<file path="src/rtl/tetris_sequencer_if.sv">
// Handshake bundle between the tetris sequencer and its worker blocks.
//   master : sequencer side (drives *_start and candidate/anchor buses)
//   slave  : worker side (drives *_done, chk_hit, clr_rows)
// Signals:
//   chk_*  collision check of a candidate anchor/rotation
//   drw_*  draw (drw_clear = 0) or erase (drw_clear = 1) of the current piece
//   lock_* write the current piece into board RAM
//   clr_*  row clear, clr_rows = number of rows removed
//   rdw_*  full-board redraw
interface tetris_sequencer_if #(
   parameter int unsigned XW = 4,
   parameter int unsigned YW = 5
);
   logic          chk_start;
   logic [XW-1:0] chk_x;
   logic [YW-1:0] chk_y;
   logic [1:0]    chk_rot;
   logic          chk_done;
   logic          chk_hit;

   logic          drw_start;
   logic          drw_clear;
   logic [XW-1:0] drw_x;
   logic [YW-1:0] drw_y;
   logic [1:0]    drw_rot;
   logic          drw_done;

   logic          lock_start;
   logic          lock_done;

   logic          clr_start;
   logic          clr_done;
   logic [2:0]    clr_rows;

   logic          rdw_start;
   logic          rdw_done;

   modport master (
      output chk_start, chk_x, chk_y, chk_rot,
      input  chk_done, chk_hit,
      output drw_start, drw_clear, drw_x, drw_y, drw_rot,
      input  drw_done,
      output lock_start,
      input  lock_done,
      output clr_start,
      input  clr_done, clr_rows,
      output rdw_start,
      input  rdw_done
   );

   modport slave (
      input  chk_start, chk_x, chk_y, chk_rot,
      output chk_done, chk_hit,
      input  drw_start, drw_clear, drw_x, drw_y, drw_rot,
      output drw_done,
      input  lock_start,
      output lock_done,
      input  clr_start,
      output clr_done, clr_rows,
      input  rdw_start,
      output rdw_done
   );
endinterface

</file>
<file path="src/rtl/tetris_sequencer.sv">
// Master FSM for the tetris game: owns the falling piece (anchor, piece, rotation, gravity
// timer), arbitrates player input against gravity and sequences the worker blocks over
// start/done handshakes.
// Ports:
//   clk, reset_n         clock, synchronous active-low reset
//   bus (master)         worker handshakes (check, draw/erase, lock, row clear, redraw)
//   go_i                 start/restart game (level, edge-detected)
//   left_i/right_i/rotate_i  player moves (level, edge-detected)
//   drop_i               soft drop (level)
//   piece_o              current piece 0..6
//   game_over_o          high in the game-over state
//   score_o              accumulated score (saturating)
//   state_o              current FSM state, debug
//   level_o              speed level, only when TETRIS_SEQ_LEVEL_EN is defined
// Optional feature macro: TETRIS_SEQ_LEVEL_EN (level register shortening the gravity period).
// SOFT_DIV must be at least 1.
module tetris_sequencer #(
   parameter int unsigned BOARD_W        = 10,
   parameter int unsigned BOARD_H        = 24,
   parameter int unsigned SPAWN_X        = 4,
   parameter int unsigned GRAVITY_CYCLES = 25000000,
   parameter int unsigned SOFT_DIV       = 8,
   parameter int unsigned SCORE_W        = 16
) (
   input  logic               clk,
   input  logic               reset_n,
   tetris_sequencer_if.master bus,
   input  logic               go_i,
   input  logic               left_i,
   input  logic               right_i,
   input  logic               rotate_i,
   input  logic               drop_i,
   output logic [2:0]         piece_o,
   output logic               game_over_o,
   output logic [SCORE_W-1:0] score_o,
`ifdef TETRIS_SEQ_LEVEL_EN
   output logic [3:0]         level_o,
`endif
   output logic [3:0]         state_o
);

   localparam int unsigned XW = $clog2(BOARD_W);
   localparam int unsigned YW = $clog2(BOARD_H);
   localparam int unsigned CW = $clog2(GRAVITY_CYCLES + 1);

   typedef enum logic [3:0] {
      StIdle   = 4'd0,
      StSpawn  = 4'd1,
      StSchk   = 4'd2,
      StWaitIn = 4'd3,
      StMchk   = 4'd4,
      StErase  = 4'd5,
      StDraw   = 4'd6,
      StLock   = 4'd7,
      StClr    = 4'd8,
      StRedraw = 4'd9,
      StOver   = 4'd10
   } state_e;

   state_e state_q, state_d;
   logic [2:0] rng_q, rng_d;
   logic [2:0] piece_q, piece_d;
   logic [XW-1:0] cur_x_q, cur_x_d, cand_x_q, cand_x_d;
   logic [YW-1:0] cur_y_q, cur_y_d, cand_y_q, cand_y_d;
   logic [1:0] cur_rot_q, cur_rot_d, cand_rot_q, cand_rot_d;
   logic mv_grav_q, mv_grav_d;
   logic [CW-1:0] gcnt_q, gcnt_d;
   logic [SCORE_W-1:0] score_q, score_d;
   logic chk_start_q, chk_start_d, drw_start_q, drw_start_d, drw_clear_q, drw_clear_d;
   logic lock_start_q, lock_start_d, clr_start_q, clr_start_d, rdw_start_q, rdw_start_d;
   logic go_prev_q, left_prev_q, right_prev_q, rotate_prev_q;

`ifdef TETRIS_SEQ_LEVEL_EN
   logic [3:0] level_q, level_d;
   logic [3:0] rows_q, rows_d;    // cleared rows since the last level step, 0..9
   logic [3:0] rows_sum;
`endif

   logic go_rise, left_rise, right_rise, rotate_rise;
   assign go_rise     = go_i & ~go_prev_q;
   assign left_rise   = left_i & ~left_prev_q;
   assign right_rise  = right_i & ~right_prev_q;
   assign rotate_rise = rotate_i & ~rotate_prev_q;

   // Gravity period: level shift first, then soft-drop divide, each clamped to 1.
   logic [31:0] base_per, per;
   logic        grav_fire;
   always_comb begin
`ifdef TETRIS_SEQ_LEVEL_EN
      base_per = GRAVITY_CYCLES >> level_q;
`else
      base_per = GRAVITY_CYCLES;
`endif
      if (base_per == 32'd0) base_per = 32'd1;
      per = drop_i ? (base_per / SOFT_DIV) : base_per;
      if (per == 32'd0) per = 32'd1;
   end
   assign grav_fire = (32'(gcnt_q) >= (per - 32'd1));

   // Line-clear scoring with saturation; more than 4 rows counts as 4.
   logic [2:0]       rows_sat;
   logic [3:0]       pts;
   logic [SCORE_W:0] score_sum;
   logic [SCORE_W-1:0] score_sat;
   always_comb begin
      rows_sat = (bus.clr_rows > 3'd4) ? 3'd4 : bus.clr_rows;
      case (rows_sat)
         3'd0:    pts = 4'd0;
         3'd1:    pts = 4'd1;
         3'd2:    pts = 4'd3;
         3'd3:    pts = 4'd5;
         default: pts = 4'd8;
      endcase
      score_sum = {1'b0, score_q} + (SCORE_W + 1)'(pts);
      score_sat = score_sum[SCORE_W] ? '1 : score_sum[SCORE_W-1:0];
   end

   assign rng_d = (rng_q == 3'd6) ? 3'd0 : rng_q + 3'd1;

   always_comb begin
      state_d      = state_q;
      piece_d      = piece_q;
      cur_x_d      = cur_x_q;
      cur_y_d      = cur_y_q;
      cur_rot_d    = cur_rot_q;
      cand_x_d     = cand_x_q;
      cand_y_d     = cand_y_q;
      cand_rot_d   = cand_rot_q;
      mv_grav_d    = mv_grav_q;
      gcnt_d       = gcnt_q;
      score_d      = score_q;
      drw_clear_d  = drw_clear_q;
      chk_start_d  = 1'b0;
      drw_start_d  = 1'b0;
      lock_start_d = 1'b0;
      clr_start_d  = 1'b0;
      rdw_start_d  = 1'b0;
`ifdef TETRIS_SEQ_LEVEL_EN
      level_d  = level_q;
      rows_d   = rows_q;
      rows_sum = rows_q + 4'(rows_sat);
`endif
      unique case (state_q)
         StIdle: begin
            if (go_rise) state_d = StSpawn;
         end
         StSpawn: begin
            piece_d     = rng_q;
            cur_x_d     = XW'(SPAWN_X);
            cur_y_d     = '0;
            cur_rot_d   = 2'd0;
            cand_x_d    = XW'(SPAWN_X);
            cand_y_d    = '0;
            cand_rot_d  = 2'd0;
            mv_grav_d   = 1'b0;
            gcnt_d      = '0;
            chk_start_d = 1'b1;
            state_d     = StSchk;
         end
         StSchk: begin
            if (bus.chk_done) begin
               if (bus.chk_hit) begin
                  state_d = StOver;
               end else begin
                  drw_clear_d = 1'b0;
                  drw_start_d = 1'b1;
                  state_d     = StDraw;
               end
            end
         end
         StWaitIn: begin
            // A met gravity threshold clears the counter even when a player move wins.
            gcnt_d = grav_fire ? '0 : gcnt_q + CW'(1);
            if (rotate_rise) begin
               cand_x_d    = cur_x_q;
               cand_y_d    = cur_y_q;
               cand_rot_d  = cur_rot_q + 2'd1;
               mv_grav_d   = 1'b0;
               chk_start_d = 1'b1;
               state_d     = StMchk;
            end else if (left_rise) begin
               if (cur_x_q != '0) begin
                  cand_x_d    = cur_x_q - XW'(1);
                  cand_y_d    = cur_y_q;
                  cand_rot_d  = cur_rot_q;
                  mv_grav_d   = 1'b0;
                  chk_start_d = 1'b1;
                  state_d     = StMchk;
               end
            end else if (right_rise) begin
               if (cur_x_q != XW'(BOARD_W - 1)) begin
                  cand_x_d    = cur_x_q + XW'(1);
                  cand_y_d    = cur_y_q;
                  cand_rot_d  = cur_rot_q;
                  mv_grav_d   = 1'b0;
                  chk_start_d = 1'b1;
                  state_d     = StMchk;
               end
            end else if (grav_fire) begin
               cand_x_d    = cur_x_q;
               cand_y_d    = cur_y_q + YW'(1);
               cand_rot_d  = cur_rot_q;
               mv_grav_d   = 1'b1;
               chk_start_d = 1'b1;
               state_d     = StMchk;
            end
         end
         StMchk: begin
            if (bus.chk_done) begin
               if (!bus.chk_hit) begin
                  drw_clear_d = 1'b1;
                  drw_start_d = 1'b1;
                  state_d     = StErase;
               end else if (mv_grav_q) begin
                  lock_start_d = 1'b1;
                  state_d      = StLock;
               end else begin
                  state_d = StWaitIn;
               end
            end
         end
         StErase: begin
            if (bus.drw_done) begin
               cur_x_d     = cand_x_q;
               cur_y_d     = cand_y_q;
               cur_rot_d   = cand_rot_q;
               drw_clear_d = 1'b0;
               drw_start_d = 1'b1;
               state_d     = StDraw;
            end
         end
         StDraw: begin
            if (bus.drw_done) state_d = StWaitIn;
         end
         StLock: begin
            if (bus.lock_done) begin
               clr_start_d = 1'b1;
               state_d     = StClr;
            end
         end
         StClr: begin
            if (bus.clr_done) begin
               score_d = score_sat;
`ifdef TETRIS_SEQ_LEVEL_EN
               if (rows_sum >= 4'd10) begin
                  rows_d = rows_sum - 4'd10;
                  if (level_q != 4'd15) level_d = level_q + 4'd1;
               end else begin
                  rows_d = rows_sum;
               end
`endif
               if (rows_sat == 3'd0) begin
                  state_d = StSpawn;
               end else begin
                  rdw_start_d = 1'b1;
                  state_d     = StRedraw;
               end
            end
         end
         StRedraw: begin
            if (bus.rdw_done) state_d = StSpawn;
         end
         StOver: begin
            if (go_rise) begin
               score_d = '0;
`ifdef TETRIS_SEQ_LEVEL_EN
               level_d = 4'd0;
               rows_d  = 4'd0;
`endif
               state_d = StIdle;
            end
         end
         default: state_d = StIdle;
      endcase
   end

   always_ff @(posedge clk) begin
      if (!reset_n) begin
         state_q      <= StIdle;
         rng_q        <= 3'd0;
         piece_q      <= 3'd0;
         cur_x_q      <= XW'(SPAWN_X);
         cur_y_q      <= '0;
         cur_rot_q    <= 2'd0;
         cand_x_q     <= XW'(SPAWN_X);
         cand_y_q     <= '0;
         cand_rot_q   <= 2'd0;
         mv_grav_q    <= 1'b0;
         gcnt_q       <= '0;
         score_q      <= '0;
         chk_start_q  <= 1'b0;
         drw_start_q  <= 1'b0;
         drw_clear_q  <= 1'b0;
         lock_start_q <= 1'b0;
         clr_start_q  <= 1'b0;
         rdw_start_q  <= 1'b0;
         // Load the live levels so an input held through reset gives no edge.
         go_prev_q     <= go_i;
         left_prev_q   <= left_i;
         right_prev_q  <= right_i;
         rotate_prev_q <= rotate_i;
`ifdef TETRIS_SEQ_LEVEL_EN
         level_q <= 4'd0;
         rows_q  <= 4'd0;
`endif
      end else begin
         state_q      <= state_d;
         rng_q        <= rng_d;
         piece_q      <= piece_d;
         cur_x_q      <= cur_x_d;
         cur_y_q      <= cur_y_d;
         cur_rot_q    <= cur_rot_d;
         cand_x_q     <= cand_x_d;
         cand_y_q     <= cand_y_d;
         cand_rot_q   <= cand_rot_d;
         mv_grav_q    <= mv_grav_d;
         gcnt_q       <= gcnt_d;
         score_q      <= score_d;
         chk_start_q  <= chk_start_d;
         drw_start_q  <= drw_start_d;
         drw_clear_q  <= drw_clear_d;
         lock_start_q <= lock_start_d;
         clr_start_q  <= clr_start_d;
         rdw_start_q  <= rdw_start_d;
         go_prev_q     <= go_i;
         left_prev_q   <= left_i;
         right_prev_q  <= right_i;
         rotate_prev_q <= rotate_i;
`ifdef TETRIS_SEQ_LEVEL_EN
         level_q <= level_d;
         rows_q  <= rows_d;
`endif
      end
   end

   assign bus.chk_start  = chk_start_q;
   assign bus.chk_x      = cand_x_q;
   assign bus.chk_y      = cand_y_q;
   assign bus.chk_rot    = cand_rot_q;
   assign bus.drw_start  = drw_start_q;
   assign bus.drw_clear  = drw_clear_q;
   assign bus.drw_x      = cur_x_q;
   assign bus.drw_y      = cur_y_q;
   assign bus.drw_rot    = cur_rot_q;
   assign bus.lock_start = lock_start_q;
   assign bus.clr_start  = clr_start_q;
   assign bus.rdw_start  = rdw_start_q;

   assign piece_o     = piece_q;
   assign game_over_o = (state_q == StOver);
   assign score_o     = score_q;
   assign state_o     = state_q;
`ifdef TETRIS_SEQ_LEVEL_EN
   assign level_o     = level_q;
`endif

endmodule

</file>
<file path="src/flat_wrapper.sv">
// flat-port wrapper written by rule: the top's interface ports become plain ports
module tetris_sequencer_flat 
#(
   parameter int unsigned BOARD_W        = 10,
   parameter int unsigned BOARD_H        = 24,
   parameter int unsigned SPAWN_X        = 4,
   parameter int unsigned GRAVITY_CYCLES = 25000000,
   parameter int unsigned SOFT_DIV       = 8,
   parameter int unsigned SCORE_W        = 16
)
  (clk, reset_n, go_i, left_i, right_i, rotate_i, drop_i, piece_o, game_over_o, score_o, state_o, bus_chk_start, bus_chk_x, bus_chk_y, bus_chk_rot, bus_chk_done, bus_chk_hit, bus_drw_start, bus_drw_clear, bus_drw_x, bus_drw_y, bus_drw_rot, bus_drw_done, bus_lock_start, bus_lock_done, bus_clr_start, bus_clr_done, bus_clr_rows, bus_rdw_start, bus_rdw_done);
  tetris_sequencer_if #(.XW(($clog2((10)))), .YW(($clog2((24))))) bus_i ();
  input  logic clk;
  input  logic reset_n;
  input  logic go_i;
  input  logic left_i;
  input  logic right_i;
  input  logic rotate_i;
  input  logic drop_i;
  output logic [2:0] piece_o;
  output logic game_over_o;
  output logic [SCORE_W-1:0] score_o;
  output logic [3:0] state_o;
  output wire logic [$bits(bus_i.chk_start)-1:0] bus_chk_start;
  output wire logic [$bits(bus_i.chk_x)-1:0] bus_chk_x;
  output wire logic [$bits(bus_i.chk_y)-1:0] bus_chk_y;
  output wire logic [$bits(bus_i.chk_rot)-1:0] bus_chk_rot;
  input wire logic [$bits(bus_i.chk_done)-1:0] bus_chk_done;
  input wire logic [$bits(bus_i.chk_hit)-1:0] bus_chk_hit;
  output wire logic [$bits(bus_i.drw_start)-1:0] bus_drw_start;
  output wire logic [$bits(bus_i.drw_clear)-1:0] bus_drw_clear;
  output wire logic [$bits(bus_i.drw_x)-1:0] bus_drw_x;
  output wire logic [$bits(bus_i.drw_y)-1:0] bus_drw_y;
  output wire logic [$bits(bus_i.drw_rot)-1:0] bus_drw_rot;
  input wire logic [$bits(bus_i.drw_done)-1:0] bus_drw_done;
  output wire logic [$bits(bus_i.lock_start)-1:0] bus_lock_start;
  input wire logic [$bits(bus_i.lock_done)-1:0] bus_lock_done;
  output wire logic [$bits(bus_i.clr_start)-1:0] bus_clr_start;
  input wire logic [$bits(bus_i.clr_done)-1:0] bus_clr_done;
  input wire logic [$bits(bus_i.clr_rows)-1:0] bus_clr_rows;
  output wire logic [$bits(bus_i.rdw_start)-1:0] bus_rdw_start;
  input wire logic [$bits(bus_i.rdw_done)-1:0] bus_rdw_done;
  assign bus_chk_start = bus_i.chk_start;
  assign bus_chk_x = bus_i.chk_x;
  assign bus_chk_y = bus_i.chk_y;
  assign bus_chk_rot = bus_i.chk_rot;
  assign bus_i.chk_done = bus_chk_done;
  assign bus_i.chk_hit = bus_chk_hit;
  assign bus_drw_start = bus_i.drw_start;
  assign bus_drw_clear = bus_i.drw_clear;
  assign bus_drw_x = bus_i.drw_x;
  assign bus_drw_y = bus_i.drw_y;
  assign bus_drw_rot = bus_i.drw_rot;
  assign bus_i.drw_done = bus_drw_done;
  assign bus_lock_start = bus_i.lock_start;
  assign bus_i.lock_done = bus_lock_done;
  assign bus_clr_start = bus_i.clr_start;
  assign bus_i.clr_done = bus_clr_done;
  assign bus_i.clr_rows = bus_clr_rows;
  assign bus_rdw_start = bus_i.rdw_start;
  assign bus_i.rdw_done = bus_rdw_done;
  tetris_sequencer #(.BOARD_W(BOARD_W), .BOARD_H(BOARD_H), .SPAWN_X(SPAWN_X), .GRAVITY_CYCLES(GRAVITY_CYCLES), .SOFT_DIV(SOFT_DIV), .SCORE_W(SCORE_W)) u_core (.clk(clk), .reset_n(reset_n), .bus(bus_i), .go_i(go_i), .left_i(left_i), .right_i(right_i), .rotate_i(rotate_i), .drop_i(drop_i), .piece_o(piece_o), .game_over_o(game_over_o), .score_o(score_o), .state_o(state_o));
endmodule
</file>
<file path="config.mk">
export PLATFORM = sky130hd
export DESIGN_NAME = tetris_sequencer_flat
export DESIGN_NICKNAME = d
export VERILOG_FILES = /design/src/rtl/tetris_sequencer_if.sv /design/src/rtl/tetris_sequencer.sv /design/src/flat_wrapper.sv
export SDC_FILE = /design/constraint.sdc
export NUM_CORES = 1
export LEC_CHECK = 0
export ABC_AREA = 0
export BUFFER_PORTS_ARGS = -buffer_cell sky130_fd_sc_hd__buf_2
export CORE_MARGIN = 10
export CORE_UTILIZATION = 44
export DETAILED_ROUTE_END_ITERATION = 16
export GPL_TIMING_DRIVEN = 0
export PLACE_DENSITY_LB_ADDON = 0.15
export SLEW_MARGIN = 20
export SYNTH_ARGS = -nofsm -noshare
export SYNTH_HDL_FRONTEND = slang
export SYNTH_SLANG_ARGS = --single-unit
</file>
<file path="constraint.sdc">
create_clock -name clk -period 3 [get_ports clk]
set_input_delay 0.75 -clock clk [delete_from_list [all_inputs] [get_ports clk]]
set_output_delay 0.75 -clock clk [all_outputs]
set_load 0.01 [all_outputs]
</file>
==> summary.txt <==
post-cts repair resize count: 0
syn_nets: 640
count of pins on the block boundary: 68
Worst EP required: 3.24 ns
CP Data Arrival Time: 3.07 ns
yosys warns: 0
Via Count: 4782
CTS tree: done
drt total wl: 14.1 mm
Ant. Diodes: 0
Core Footprint: 11000 µm²
RSZ-0062 raised after global routing: false
GR met1 Demand/Resource: 22.3%
GRT met3 Usage: 3.62%
top_reg_cell synth: dfxtp_1
Max-Cap Viols: 0
combinational share of power: 24.8%
H-tree depth: 3
Post-CTS Hold Buffers: 0
Root Buffer Master: clkbuf_16
Synth top area share: 33.7%
RR Startpoint: u_core.gcnt_q[5]
HPWL Detailed: 10.4 mm
commonest non-fill, non-tap cell in the layout: dfxtp_1
buffers added on ports: 66
Starting Density: 45.4%
residual DRC count: 0
most frequent cells in the layout: 84 x dfxtp_1, 78 x nand2_1, 75 x buf_2, 39 x nand3_1, 36 x nor2_1
Finished Layout Cells: 821
post-synthesis register bit count: 84
Cell Pwr Density: 526 nW/µm²
startpoint types: input pin
Synth area leader: dfxtp_1
vias in the first global route: 4636
Reg power frac: 38.8%
actual slew at the worst max-slew pin: 0.944 ns
clock share of power: 36.4%
R2R depth: 7
Synth area leaders: dfxtp_1 34%, ha_1 6.0%, nand2_1 5.9%, a31oi_1 4.0%, nand3_1 3.9%
initial antenna violation count: 0
sequential area share after synthesis: 33.7%
clock-pin slew on the worst setup and hold paths: 0.07 ns
Max Clock Freq: 353 MHz
All-Layer GR Usage: 17.4%
Routed Antenna Nets: 0
Final Wtd Congestion: 0.870
Post-Syn Area: 4980 µm²
Mapped Cells: 599
Rel. slew slack: 36.6%
Sw Ratio: 32.0%
clk_lat worst skew: 0.35 ns
FP Rows: 38
Die X: 126 µm
global-route wire length before repair: 23.3 mm
Post-synth EDFFs: 0
grt met2 use: 27.6%
Min-Delay Path Class: flip-flop to flip-flop
final hold vios: 0
Die Y-Extent: 126 µm
Tcrit/Tclk final: 94.4%
DR vias/cell: 5.82
Final nets: 717
grt total ovfl: 0
fin crit period: 2.83 ns
Pleak: 2.35 nW
Sink Count: 84
Peak supply drop: 0.255 mV
CP Class: input pin to flip-flop
CP Capture Type: flip-flop
pin count of the biggest net entering global routing: 14
Setup Viol. Count Final: 0
CTS Buf Count: 9
mean post-synth cell area: 8.32 µm²
Yosys cell types: 73
layout cells sized above 1: 17.2%
CP max FO: 6
Max clock buf depth: 2
die area: 16000 µm²
hold endpoint: u_core.rng_q[0]
Finished Cell Area: 5780 µm²
fin. max-slew vios: 0
Post-DP Area: 5490 µm²
Area growth syn-to-layout: 16.1%
Sw Pwr: 0.973 mW
placed insts: 805
Post-CTS Repair Setup Buffers: 0
R2R Setup Slk: 0.43 ns
status: completed
first drt pass iteration count: 5
Final Util: 52.7%
FF-to-FF End: u_core.bus.chk_rot[1]
clk_skew: 0.00812 ns
FFs w/ async S/R, synth: 0%
DRT iter0 DRCs: 382
Hold Path Origin: u_core.rng_q[0]
gr busiest metal: met2
worst hold path depth: 1
Cell Int Power: 2.07 mW
wire length per cell: 17.1 µm
sequential cells by signal (all words and copies together), names as in the netlist, 2 cells and up:
signal,cells
u_core.gcnt_q,25
u_core.score_o,16
u_core.bus.chk_y,5
u_core.bus.drw_y,5
u_core.bus.chk_x,4
u_core.bus.drw_x,4
u_core.state_o,4
u_core.piece_o,3
u_core.rng_q,3
u_core.bus.chk_rot,2
u_core.bus.drw_rot,2
through the flow:
stage               setup slack, ns  total power, mW  hold slack [ns]  setup TNS [ns]
finish                        0.169             3.04            0.473               0
detailed placement           -0.180             1.95            0.464           -4.25
floorplan                     0.338             1.74            0.430               0
global placement             -0.131             1.94            0.443           -1.90
CTS                           0.178             3.06            0.479               0
global route                0.00408             3.20            0.505               0
per-layer routing:
metal | vias up | routed length [µm] | share of wire, %
li1 | 2357 | - | -
met1 | 2276 | 6450 | 46
met2 | 127 | 6640 | 47
met3 | 22 | 716 | 5.1
met4 | 0 | 257 | 1.8
met5 | - | 0 | 0
cells in the mapped netlist, types with 9 or more instances:
cell type	number
dfxtp_1	84
nor2_1	36
clkbuf_1	21
nand4_1	13
ha_1	24
a31oi_1	32
buf_2	9
mux2i_1	18
o21ai_0	23
inv_1	13
a21boi_0	13
nor2b_1	10
xnor2_1	13
a21oi_1	18
nand2_1	78
a21boi_1	10
nand3_1	39
nor3_1	14
and3_1	11
power by group through the flow:
stage / registers (mW) / clock network, mW / logic [mW]
floorplan: 1.21 / 0 / 0.530
global placement: 1.20 / 0 / 0.736
detailed placement: 1.21 / 0 / 0.744
CTS: 1.18 / 1.13 / 0.747
global route: 1.19 / 1.18 / 0.835
finish: 1.18 / 1.11 / 0.754
logic make-up (layout without fill, tap and decap cells):
group                      after synthesis  in the layout  share of synthesized area [%]
AOI/OAI and AO/OA                      150            150                           21.6
buffers and inverters                   48            130                           4.77
and+or+nand+nor                        255            255                           26.3
DFF                                     84             84                           33.7
adders and majority gates               25             25                           6.43
muxes                                   20             20                           4.14
xor gates and xnor gates                17             17                           2.99
how the worst max path moves through the flow:
stage          slack, ns             from  cells after the start                     to
2_1_floorplan       0.34           drop_i                      6    u_core.bus.chk_x[2]
3_3_place_gp       -0.13           drop_i                      9      u_core.gcnt_q[18]
3_5_place_dp       -0.18           drop_i                      9      u_core.gcnt_q[18]
4_1_cts             0.18           drop_i                     10  u_core.bus.chk_rot[1]
5_1_grt            0.004           drop_i                     10      u_core.gcnt_q[20]
6_report            0.17  bus_clr_rows[0]                     11      u_core.score_o[5]
area by class of cell:
cell class                      count  area, µm²
Buffer                             35        189
Sequential cell                    84       1680
Fill cell                        1070       5200
Multi-Input combinational cell    467       3070
Inverter                           13       48.8
Tap cell                          140        175
Clock inverter                      4       50.0
Clock buffer                       12        236
Timing Repair Buffer               66        330
worst max-delay path, stage by stage:
cell	delay, ns
buf_2	0.12
nor2_1	0.10
nor2_1	0.05
ha_1	0.20
fa_1	0.41
a21o_1	0.21
a21oi_1	0.45
nor3_2	0.14
nand3_1	0.24
a31oi_1	0.13
o221a_2	0.26
Power figures use the tool's default switching activity.
